===== config.mk =====
export PLATFORM = sky130hd
export DESIGN_NAME = wb_port_writer_flat
export DESIGN_NICKNAME = d
export VERILOG_FILES = /design/src/rtl/wb_port_writer_if.sv /design/src/rtl/wb_port_writer.sv /design/src/flat_wrapper.sv
export SDC_FILE = /design/constraint.sdc
export NUM_CORES = 1
export LEC_CHECK = 0
export ABC_AREA = 1
export CAP_MARGIN = 0
export CORE_MARGIN = 4
export CORE_UTILIZATION = 45
export CTS_BUF_LIST = sky130_fd_sc_hd__clkbuf_16
export DETAILED_ROUTE_END_ITERATION = 12
export GPL_ROUTABILITY_DRIVEN = 0
export MAX_ROUTING_LAYER = met4
export PLACE_DENSITY = 0.8
export RECOVER_POWER = 25
export SKIP_LAST_GASP = 1
export SYNTH_ARGS = -nofsm -noshare
export SYNTH_HDL_FRONTEND = slang
export SYNTH_SLANG_ARGS = --single-unit
export TNS_END_PERCENT = 50

===== constraint.sdc =====
create_clock -name clk -period 2.8 [get_ports clk]
set_input_delay 0.42 -clock clk [delete_from_list [all_inputs] [get_ports clk]]
set_output_delay 0.42 -clock clk [all_outputs]
set_load 0.03 [all_outputs]

===== src/rtl/wb_port_writer_if.sv =====
// wb_port_writer_if: result channels from ALU/LSU/FPU plus the register-file write port
interface wb_port_writer_if #(
  parameter int DW = 32
);
  logic          stall;
  logic          alu_valid;
  logic [4:0]    alu_rd;
  logic          alu_float;
  logic [DW-1:0] alu_data;
  logic          lsu_valid;
  logic          lsu_ready;
  logic [4:0]    lsu_rd;
  logic          lsu_float;
  logic [DW-1:0] lsu_data;
  logic          fpu_valid;
  logic          fpu_ready;
  logic [4:0]    fpu_rd;
  logic          fpu_float;
  logic [DW-1:0] fpu_data;
  logic          regwrite;
  logic [4:0]    writereg;
  logic          floatwb;
  logic [DW-1:0] writedata;
  logic          busy;
  modport slave (
    input  stall, alu_valid, alu_rd, alu_float, alu_data,
    input  lsu_valid, lsu_rd, lsu_float, lsu_data,
    input  fpu_valid, fpu_rd, fpu_float, fpu_data,
    output lsu_ready, fpu_ready, regwrite, writereg, floatwb, writedata, busy
  );
  modport master (
    output stall, alu_valid, alu_rd, alu_float, alu_data,
    output lsu_valid, lsu_rd, lsu_float, lsu_data,
    output fpu_valid, fpu_rd, fpu_float, fpu_data,
    input  lsu_ready, fpu_ready, regwrite, writereg, floatwb, writedata, busy
  );
endinterface


===== src/rtl/wb_port_writer.sv =====
// wb_port_writer: merges ALU, LSU and FPU results into one registered register-file write per cycle
module wb_port_writer #(
  parameter int DEPTH = 2,
  parameter int DW    = 32
) (
  input logic            clk,
  input logic            rst_n,
  wb_port_writer_if.slave bus
);
  localparam int AW = $clog2(DEPTH);
  localparam int EW = DW + 6;
  localparam logic [AW:0] FULL = (AW+1)'(DEPTH);
  logic [EW-1:0] mem_q [2][DEPTH];
  logic [EW-1:0] in_ent [2];
  logic [EW-1:0] cand [2];
  logic [AW:0]   cnt_q [2];
  logic [AW:0]   cnt_d [2];
  logic [AW-1:0] rp_q [2];
  logic [AW-1:0] rp_d [2];
  logic [AW-1:0] wp_q [2];
  logic [AW-1:0] wp_d [2];
  logic [1:0]    in_valid, in_ready, in_live, cand_v, grant, push, pop;
  logic          alu_go, rr_q, rr_d;
  logic          regwrite_q, regwrite_d, floatwb_q, floatwb_d;
  logic [4:0]    writereg_q, writereg_d;
  logic [DW-1:0] writedata_q, writedata_d;
  logic [EW-1:0] alu_ent, hold_ent, out_ent;
  // index 0 = LSU, 1 = FPU; entries pack {float, rd, data}
  assign in_valid  = {bus.fpu_valid, bus.lsu_valid};
  assign in_ent[0] = {bus.lsu_float, bus.lsu_rd, bus.lsu_data};
  assign in_ent[1] = {bus.fpu_float, bus.fpu_rd, bus.fpu_data};
  assign alu_ent   = {bus.alu_float, bus.alu_rd, bus.alu_data};
  assign hold_ent  = {floatwb_q, writereg_q, writedata_q};
  always_comb begin
    alu_go   = !bus.stall && bus.alu_valid && (bus.alu_rd != 5'd0 || bus.alu_float);
    in_ready = '0;
    in_live  = '0;
    cand_v   = '0;
    grant    = '0;
    push     = '0;
    pop      = '0;
    for (int s = 0; s < 2; s++) begin
      in_ready[s] = cnt_q[s] < FULL;
      in_live[s]  = in_valid[s] && in_ready[s] && (in_ent[s][DW+4:DW] != 5'd0 || in_ent[s][EW-1]);
      cand[s]     = (cnt_q[s] != '0) ? mem_q[s][rp_q[s]] : in_ent[s];
      cand_v[s]   = (cnt_q[s] != '0) || in_live[s];
    end
    if (!bus.stall && !alu_go) begin
      grant[0] = cand_v[0] && (!cand_v[1] || !rr_q);
      grant[1] = cand_v[1] && !grant[0];
    end
    rr_d = grant[0] ? 1'b1 : grant[1] ? 1'b0 : rr_q;
    // a granted bypass candidate is consumed without ever touching the FIFO
    for (int s = 0; s < 2; s++) begin
      pop[s]   = grant[s] && cnt_q[s] != '0;
      push[s]  = in_live[s] && !(grant[s] && cnt_q[s] == '0);
      cnt_d[s] = cnt_q[s] + (AW+1)'(push[s]) - (AW+1)'(pop[s]);
      wp_d[s]  = wp_q[s] + AW'(push[s]);
      rp_d[s]  = rp_q[s] + AW'(pop[s]);
    end
    out_ent    = bus.stall ? hold_ent : alu_go ? alu_ent : grant[0] ? cand[0] : grant[1] ? cand[1] : hold_ent;
    regwrite_d = bus.stall ? regwrite_q : (alu_go || (|grant));
    {floatwb_d, writereg_d, writedata_d} = out_ent;
  end
  always_ff @(posedge clk) begin
    for (int s = 0; s < 2; s++)
      if (push[s]) mem_q[s][wp_q[s]] <= in_ent[s];
  end
  always_ff @(posedge clk or negedge rst_n) begin
    if (!rst_n) begin
      for (int s = 0; s < 2; s++) begin
        cnt_q[s] <= '0;
        rp_q[s]  <= '0;
        wp_q[s]  <= '0;
      end
      rr_q        <= 1'b0;
      regwrite_q  <= 1'b0;
      writereg_q  <= '0;
      floatwb_q   <= 1'b0;
      writedata_q <= '0;
    end else begin
      cnt_q       <= cnt_d;
      rp_q        <= rp_d;
      wp_q        <= wp_d;
      rr_q        <= rr_d;
      regwrite_q  <= regwrite_d;
      writereg_q  <= writereg_d;
      floatwb_q   <= floatwb_d;
      writedata_q <= writedata_d;
    end
  end
  assign bus.lsu_ready = in_ready[0];
  assign bus.fpu_ready = in_ready[1];
  assign bus.regwrite  = regwrite_q;
  assign bus.writereg  = writereg_q;
  assign bus.floatwb   = floatwb_q;
  assign bus.writedata = writedata_q;
  assign bus.busy      = (cnt_q[0] != '0) || (cnt_q[1] != '0) || regwrite_q;
endmodule

===== src/flat_wrapper.sv =====
// flat-port wrapper written by rule: the top's interface ports become plain ports
module wb_port_writer_flat 
#(
  parameter int DEPTH = 2,
  parameter int DW    = 32
)
  (clk, rst_n, bus_stall, bus_alu_valid, bus_alu_rd, bus_alu_float, bus_alu_data, bus_lsu_valid, bus_lsu_rd, bus_lsu_float, bus_lsu_data, bus_fpu_valid, bus_fpu_rd, bus_fpu_float, bus_fpu_data, bus_lsu_ready, bus_fpu_ready, bus_regwrite, bus_writereg, bus_floatwb, bus_writedata, bus_busy);
  wb_port_writer_if #(.DW(DW)) bus_i ();
  input logic clk;
  input logic rst_n;
  input wire logic [$bits(bus_i.stall)-1:0] bus_stall;
  input wire logic [$bits(bus_i.alu_valid)-1:0] bus_alu_valid;
  input wire logic [$bits(bus_i.alu_rd)-1:0] bus_alu_rd;
  input wire logic [$bits(bus_i.alu_float)-1:0] bus_alu_float;
  input wire logic [$bits(bus_i.alu_data)-1:0] bus_alu_data;
  input wire logic [$bits(bus_i.lsu_valid)-1:0] bus_lsu_valid;
  input wire logic [$bits(bus_i.lsu_rd)-1:0] bus_lsu_rd;
  input wire logic [$bits(bus_i.lsu_float)-1:0] bus_lsu_float;
  input wire logic [$bits(bus_i.lsu_data)-1:0] bus_lsu_data;
  input wire logic [$bits(bus_i.fpu_valid)-1:0] bus_fpu_valid;
  input wire logic [$bits(bus_i.fpu_rd)-1:0] bus_fpu_rd;
  input wire logic [$bits(bus_i.fpu_float)-1:0] bus_fpu_float;
  input wire logic [$bits(bus_i.fpu_data)-1:0] bus_fpu_data;
  output wire logic [$bits(bus_i.lsu_ready)-1:0] bus_lsu_ready;
  output wire logic [$bits(bus_i.fpu_ready)-1:0] bus_fpu_ready;
  output wire logic [$bits(bus_i.regwrite)-1:0] bus_regwrite;
  output wire logic [$bits(bus_i.writereg)-1:0] bus_writereg;
  output wire logic [$bits(bus_i.floatwb)-1:0] bus_floatwb;
  output wire logic [$bits(bus_i.writedata)-1:0] bus_writedata;
  output wire logic [$bits(bus_i.busy)-1:0] bus_busy;
  assign bus_i.stall = bus_stall;
  assign bus_i.alu_valid = bus_alu_valid;
  assign bus_i.alu_rd = bus_alu_rd;
  assign bus_i.alu_float = bus_alu_float;
  assign bus_i.alu_data = bus_alu_data;
  assign bus_i.lsu_valid = bus_lsu_valid;
  assign bus_i.lsu_rd = bus_lsu_rd;
  assign bus_i.lsu_float = bus_lsu_float;
  assign bus_i.lsu_data = bus_lsu_data;
  assign bus_i.fpu_valid = bus_fpu_valid;
  assign bus_i.fpu_rd = bus_fpu_rd;
  assign bus_i.fpu_float = bus_fpu_float;
  assign bus_i.fpu_data = bus_fpu_data;
  assign bus_lsu_ready = bus_i.lsu_ready;
  assign bus_fpu_ready = bus_i.fpu_ready;
  assign bus_regwrite = bus_i.regwrite;
  assign bus_writereg = bus_i.writereg;
  assign bus_floatwb = bus_i.floatwb;
  assign bus_writedata = bus_i.writedata;
  assign bus_busy = bus_i.busy;
  wb_port_writer #(.DEPTH(DEPTH), .DW(DW)) u_core (.clk(clk), .rst_n(rst_n), .bus(bus_i));
endmodule

[Word-level counts from Yosys, hierarchy flattened]
Memory sizes are Yosys's and may differ from the RTL's.
Index checks and enable logic that the tools add are counted.
Operators by class
  add/subtract/negate cells: 8
  magnitude comparators: 8
  multiplexer cells: 22
  bitwise operators: 5
  reduce and logical (&&, ||, !) cells: 44
Operators by type and width (number)
  38-bit two-way mux: 13
  76-bit two-way mux: 2
  38-bit demux with 1-bit select: 2
  1-bit logical AND: 17
  5-bit nonzero test: 3
  1-bit logical OR: 9
  2-bit greater-or-equal comparator, second input constant: 4
  1-bit inverter with 2-bit output: 4
  1-bit zero test: 7
  2-bit nonzero test: 3
  1-bit adder: 4
  2-bit by 1-bit adder with 2-bit output: 2
  2-bit zero test: 2
  2-bit by 1-bit < comparator with 1-bit output, second input constant: 2
  2-bit < comparator, second input constant: 2
  1-bit two-way mux: 4
  2-bit by 1-bit subtractor with 2-bit output: 2
  3-bit nonzero test: 1
  2-bit two-way mux: 1
  2-bit AND reduction: 1
  2-bit OR reduction: 1
  1-bit inverter: 1
Word-level totals
  register bits: 48
  RAM bits: 152
  bits of input ports: 120
  output and inout port bits: 42
  logic and storage cells: 99
  memories: 1
Memories
  u_core.mem_q: depth 2, width 76, read ports 2, clocked after Yosys merged registers in 0, write ports 2, line wb_port_writer.sv:13  | logic [EW-1:0] mem_q [2][DEPTH];

[Logic depth before layout (Yosys ltp)]
Gate-level depths: netlist of run 1.
  depth in word-level cells: 15
  mapped depth: 13

[Worst setup path after synthesis of run 1]
Ideal clock, no wire load.
  path kind: input-to-reg
  start: in bus_fpu_valid
  end: mem u_core.mem_q[0][0] in the netlist's numbering, enable pin
  setup time: 0.399 ns
  arrival time: 2.333 ns
  data required time: 2.401 ns
  path slack: 0.068 ns
  stages on the path: 9
  cell sequence: inv_1 nor2_1 nand2_1 nand2_1 nand2_2 buf_2 buf_2 a31oi_1 ha_1
RTL lines
  start: declaration: line flat_wrapper.sv:20  | input wire logic [$bits(bus_i.fpu_valid)-1:0] bus_fpu_valid;
  end: declaration: line wb_port_writer.sv:13

[Final worst setup path of run 1]
  start: reg u_core.cnt_q[3] in the netlist's numbering
  end: out bus_busy
On the way
  word-level cells in the longest chain between the ends: 3
Ends and longest elaborated chain
  start: declaration: line wb_port_writer.sv:16  | logic [AW:0] cnt_q [2];
  start signal: assignment: line wb_port_writer.sv:82  | cnt_q <= cnt_d;
  2-bit nonzero test: line wb_port_writer.sv:98  | assign bus.busy = (cnt_q[0] != '0) || (cnt_q[1] != '0) || regwrite_q;
  1-bit logical OR (2 in a row): line wb_port_writer.sv:98
  end: declaration: line flat_wrapper.sv:30  | output wire logic [$bits(bus_i.busy)-1:0] bus_busy;
No other way between the ends.

==> results of run 1 <==
## metal layers
layer,share of wire,up-vias
met4,0.019,0
li1,-,3574
met2,0.45,236
met5,0,-
met1,0.47,3376
met3,0.056,35
## state kept, by name, summed over array words and instances, names as in the netlist
name and count:
u_core.bus.floatwb 1, u_core.rp_q 2, u_core.bus.regwrite 1, u_core.cnt_q 4
u_core.wp_q 2, u_core.mem_q 152, u_core.bus.writedata 32, u_core.bus.writereg 5
u_core.rr_q 1
## placed cells by master (no fill, tap or decap), types with 4 or more instances in the layout
cell             count
o21ai_0             83
o21ai_1             26
dfrtp_1             47
dlygate4sd3_1       56
clkbuf_16           17
a21oi_1             10
inv_2                4
nand4_1             38
edfxtp_1           152
nand3_1             79
inv_1               55
ha_1                 4
clkdlybuf4s50_1    105
buf_4               26
nand2_1            365
xor2_1               4
ha_2                 4
nor2_1              21
or2_2                6
buf_12               5
## cells by family (layout without fill, tap and decap cells)
group,Yosys count,count (layout),synth area share
compound gates,122,122,0.0669
xor+xnor,6,6,0.00569
fa+ha+maj,8,8,0.0108
buf+inv,118,281,0.0556
flops,200,200,0.624
mux,1,1,0.00108
other cells,0,3,0
simple gates,516,516,0.236
## through the flow
| step | cell area (µm²) | hold WS (ns) | util | power [mW] |
|---|---|---|---|---|
| floorplan | 9230 | 0.124 | - | 7.83 |
| global placement | 11200 | 0.242 | 0.553 | 9.66 |
| detailed placement | 11200 | 0.242 | 0.553 | 9.81 |
| CTS | 11800 | 0.331 | 0.581 | 12.2 |
| global route | 11800 | 0.389 | 0.582 | 13.0 |
| finish | 11800 | 0.391 | 0.582 | 12.1 |
## worst max-delay path, cell delays in order, from the launching register on
cell and delay (ns):
dfrtp_1 0.40, nor2_1 0.40, nand2_1 0.20, clkdlybuf4s50_1 0.64
## timing repair
action,in CTS,in global routing
hold buffers,1,0
endpoints found under the hold margin,3,0
buffers inserted,0,0
## area by class of cell
class	instances	area, µm²	area share
clock inverters	15	139	0.0118
well taps	270	338	0.0287
multi-input cells	653	2970	0.253
diodes	3	7.51	0.000638
repair buffers	193	1910	0.162
flip-flops and latches	200	5770	0.490
clock buffers	17	425	0.0361
inverters	56	210	0.0179
## power breakdown
part           leakage [nW]  switching (mW)  internal [mW]
combinational          2.64            3.50           1.87
clock                 0.282            1.07           1.31
sequential             1.97           0.381           4.01
total                  4.89            4.95           7.18
## worst paths after layout
kind / end / from / cells past startpoint / slack, ns
min: u_core.bus.writedata[18]$_DFFE_PN0P_ / rst_n / 2 / 0.39
max: bus_busy / u_core.cnt_q[3]$_DFF_PN0_ / 3 / 0.32
max in group asynchronous: u_core.rp_q[0]$_DFF_PN0_ / rst_n / 3 / 1.63
min in group clk: u_core.bus.writedata[4]$_DFFE_PN0P_ / u_core.bus.writedata[4]$_DFFE_PN0P_ / 2 / 0.48
min reg2reg: u_core.bus.writedata[4]$_DFFE_PN0P_ / u_core.bus.writedata[4]$_DFFE_PN0P_ / 2 / 0.48
max reg2reg: u_core.bus.writedata[29]$_DFFE_PN0P_ / u_core.cnt_q[3]$_DFF_PN0_ / 9 / 0.55
==> flow_summary_export.csv, run 1 <==
group,metric,value,unit
run,maxCapViolCount,0,
timing,final.min_clock_period,2.48,ns
synthesis,yosys.area.top_type,"edfxtp_1",
timing,tns,0,ns
timing,fmax,403,MHz
clock_tree,cts_tree,"built",
cells_and_area,drive_above_1_share,0.0714,
power,powerDensity,1030,nW/µm²
grt,met3_usage,0.0380,
synthesis,ys_seq_elements,200,
drt,vias,7221,
timing,grt_setup_unrepaired,"false",
setup_path,critPathMaxFanout,6,
clock_tree,cts-resized-gates,0,
clock_tree,cts_sinks,200,
drt,dr.pass1.iters,5,
synthesis,yosysSeqAreaShare,0.624,
timing,finalSetupViolCount,0,
clock_tree,htree_levels,4,
die,io_pins,162,
timing,slew_headroom,0.601,
placement,place_inst,1371,
timing,clock_skew,0.00702,ns
drt,vias_per_cell,5.13,
grt,grt_busiest_layer,"met2",
synthesis,synth_area_leaders,"edfxtp_1 (49%), nand2_1 (15%), dfrtp_1 (13%)",
placement,port-buffer-count,161,
timing,drv_slew,0,
placement,pre_cts_ws,0.126,ns
power,leakage,4.89,nW
power,ir_drop,0.495,mV
outcome,run_status,"completed",
clock_tree,cts_buffers,17,
setup_path,start_kind,"flop",
grt,antenna_found_initial,3,
synthesis,synthFlopType,"edfxtp_1",
synthesis,synthArstFlopShare,0.240,
grt,grt_pass1_wl,36300,µm
die,rows,52,
timing,hold_viol_final,0,
cells_and_area,area_growth,27.5,%
grt,grt_max_degree,47,
setup_path,cp-end-kind,"output pin",
die,dieArea,22900,µm²
synthesis,synth_edf_count,152,
die,start_util,0.456,
die,core_area,20200,µm²
grt,use_met2,0.315,
die,dieWidth,151,µm
placement,dp_hpwl,17000,µm
drt,remaining_drc_errors,0,
hold_path,hold_class,"in2async",
timing,worstMarginPinSlew,0.597,ns
drt,drt-initial-drc-count,634,
drt,avgRoutedWirePerCell,16.9,µm
clock_tree,cts.clk_slew.worst_paths,0.07,ns
synthesis,synth_top_area_frac,0.494,
grt,grtUsageTotal,0.215,
synthesis,synth_cell_types,27,
cells_and_area,fillCellCount,1761,
timing,period_share,0.886,
clock_tree,root_buffer,"clkbuf_16",
synthesis,synth.most_common_cell,"nand2_1",
grt,grt_pass1_vias,6742,
setup_path,crit_arrival,2.06,ns
drt,routed_wl,23800,µm
drt,antenna_left,0,
synthesis,synth_area_per_cell,9.51,µm²
setup_path,worstPathRequired,2.38,ns
synthesis,synth_area,9230,µm²
synthesis,synth_common_cells,"nand2_1 (365), edfxtp_1 (152), o21ai_0 (83)",
grt,overflow,0,
clock_tree,clk_path_buf_depth,2,
grt,met1_usage,0.312,
cells_and_area,fin_cells,1407,
die,die_h,151,µm
setup_path,crit_type,"reg2out",
clock_tree,worstSkewPairLatency,0.42,ns
synthesis,yosysWarnings,0,
synthesis,synthCells,971,
cells_and_area,fin_nets,1249,
synthesis,syn_nets,1099,
timing,setup_slack,0.318,ns
Note: power is estimated with default switching activity, not from simulation.
==> run 2: changes to the inputs <==
--- a/config.mk
+++ b/config.mk
@@ -15,6 +15,7 @@
 export MAX_ROUTING_LAYER = met4
 export PLACE_DENSITY = 0.8
 export RECOVER_POWER = 25
+export SKIP_CTS_REPAIR_TIMING = 1
 export SKIP_LAST_GASP = 1
 export SYNTH_ARGS = -nofsm -noshare
 export SYNTH_HDL_FRONTEND = slang
==> results of run 2 <==
No change in the layout: final DEF, timing and power equal those of run 1.
Main changes from that run: via count of the first global-routing pass 6742 -> 6739
==> run 3: changes to the inputs <==
--- a/config.mk
+++ b/config.mk
@@ -8,15 +8,14 @@
 export ABC_AREA = 1
 export CAP_MARGIN = 0
 export CORE_MARGIN = 4
-export CORE_UTILIZATION = 45
+export CORE_UTILIZATION = 30
 export CTS_BUF_LIST = sky130_fd_sc_hd__clkbuf_16
 export DETAILED_ROUTE_END_ITERATION = 12
 export GPL_ROUTABILITY_DRIVEN = 0
 export MAX_ROUTING_LAYER = met4
-export PLACE_DENSITY = 0.8
+export PLACE_DENSITY = 0.59
 export RECOVER_POWER = 25
 export SKIP_CTS_REPAIR_TIMING = 1
-export SKIP_LAST_GASP = 1
 export SYNTH_ARGS = -nofsm -noshare
 export SYNTH_HDL_FRONTEND = slang
 export SYNTH_SLANG_ARGS = --single-unit
==> run 3 against run 2 <==
Net effect:
- the run now ends with max-capacitance violations, max-slew violations left
- flip-flop and latch count unchanged
- design area increased by 2.1%
- register-to-register slack improved by 0.03 ns
- first-iteration DRC count decreased by 2.4%
- total power increased by 1.9%
- hold slack got worse by 0.010 ns
- core utilization decreased by 18 points
- clock power increased by 6%
- die area increased by 47%
- clock-buffer cell count unchanged
==> flow_summary_export.csv, run 3 (synthesis gave the netlist of run 1 again) <==
group,metric,value,unit
placement,dp_hpwl,18600,µm
clock_tree,worstSkewPairLatency,0.43,ns
die,io_pins,162,
setup_path,start_kind,"flop",
cells_and_area,drive_above_1_share,0.0781,
timing,grt_setup_unrepaired,"false",
timing,clock_skew,0.00889,ns
die,die_h,183,µm
hold_path,hold_class,"in2async",
cells_and_area,layout_common_cells,"nand2_1 (365), edfxtp_1 (152), clkdlybuf4s50_1 (123), o21ai_0 (83), nand3_1 (79)",
setup_path,rr_startpoint,"u_core.cnt_q[3]$_DFF_PN0_",
setup_path,reg2reg_slack,0.58,ns
cells_and_area,area_growth,30.1,%
drt,vias,7038,
clock_tree,root_buffer,"clkbuf_16",
timing,slew_headroom,-0.0641,
grt,grtUsageTotal,0.157,
cells_and_area,fin_nets,1254,
setup_path,worst_r2r_endpoint,"u_core.bus.floatwb$_DFFE_PN0P_",
outcome,violations,"max-capacitance violations, max-slew violations",
drt,vias_per_cell,4.60,
drt,avgRoutedWirePerCell,16.8,µm
timing,final.min_clock_period,2.47,ns
die,dieWidth,183,µm
outcome,run_status,"complete, but fails checks",
die,dieArea,33700,µm²
setup_path,crit_arrival,2.05,ns
clock_tree,cts.clk_slew.worst_paths,0.07,ns
grt,overflow,0,
setup_path,cpPeakStageDelay,0.63,ns
grt,grt_pass1_vias,6826,
die,start_util,0.307,
setup_path,cp-end-kind,"output pin",
setup_path,critPathMaxFanout,6,
clock_tree,cts_tree,"built",
clock_tree,cts_buffers,17,
drt,routed_wl,25700,µm
timing,fmax,405,MHz
power,ir_drop,0.373,mV
drt,drt-initial-drc-count,619,
clock_tree,cts_sinks,200,
run,maxCapViolCount,1,
cells_and_area,final_common_cell,"nand2_1",
timing,finalSetupViolCount,0,
cells_and_area,utilization,0.400,
cells_and_area,largest_reg_flops,152,
timing,hold_viol_final,0,
grt,grt_pass1_wl,39600,µm
timing,worstMarginPinSlew,1.60,ns
die,rows,63,
drt,antenna_left,0,
clock_tree,htree_levels,4,
setup_path,critical_path.cell_chain,"nor2_2, inv_2, nor2_1, nand2_1, clkdlybuf4s50_1",
setup_path,critical-path-slowest-cell,"clkdlybuf4s50_1",
drt,dr.pass1.iters,5,
timing,tns,0,ns
setup_path,rr_worst_depth,9,
grt,antenna_found_initial,2,
timing,period_share,0.881,
power,leakage,4.93,nW
setup_path,worstPathRequired,2.38,ns
power,powerDensity,1030,nW/µm²
timing,drv_slew,26,
placement,port-buffer-count,161,
die,core_area,30000,µm²
grt,grt_max_degree,69,
drt,remaining_drc_errors,0,
clock_tree,clk_path_buf_depth,2,
setup_path,crit_type,"reg2out",
==> run 3: through the flow <==
stage	power, mW	hold WS (ns)	cells	setup slack, ns	area [µm²]
6_report	12.4	0.381	1531	0.332	12000
5_1_grt	13.3	0.496	1531	0.244	12000
4_1_cts	12.5	0.0393	1529	0.302	12000
3_5_place_dp	9.97	0.464	1497	0.100	11400
3_3_place_gp	9.91	0.463	1497	0.159	11400
2_1_floorplan	7.83	0.124	971	0.0682	9230
==> run 3: cell type report <==
cell class	count	area, µm²
clock buffers	17	425
inverters	56	210
clock inverters	15	168
repair buffers	198	1980
diodes	2	5.00
fillers	2964	18000
multi-input cells	653	2970
flip-flops and latches	200	5770
well taps	390	488
==> run 3: metal layers <==
layer  wire length [µm]  global-route usage
met1              12800               0.232
met2              11100               0.220
met3               1180              0.0261
met4                599              0.0504
met5                  0                   -
==> run 3: critical path, delay by kind of cell (launching register included) <==
family / cells / cell delay [ns]
buffers and inverters: 2 / 0.74
flip-flops: 1 / 0.43
AND/OR/NAND/NOR: 3 / 0.46
==> run 3: how the worst max path moves through the flow <==
stage | slack [ns] | startpoint | end
CTS | 0.30 | u_core.cnt_q[1]$_DFF_PN0_ | bus_busy
detailed placement | 0.10 | bus_fpu_rd[1] | u_core.cnt_q[1]$_DFF_PN0_
finish | 0.33 | u_core.cnt_q[1]$_DFF_PN0_ | bus_busy
global route | 0.24 | u_core.cnt_q[1]$_DFF_PN0_ | bus_busy
floorplan | 0.07 | bus_fpu_valid | u_core.mem_q[0][0]$_DFFE_PP_
global placement | 0.16 | bus_fpu_rd[1] | u_core.cnt_q[1]$_DFF_PN0_
==> run 3: power by group <==
group | switching (mW) | leakage (nW) | internal (mW)
sequential | 0.313 | 1.97 | 4.00
combinational | 3.61 | 2.67 | 1.92
clock | 1.17 | 0.290 | 1.34
total | 5.09 | 4.93 | 7.27
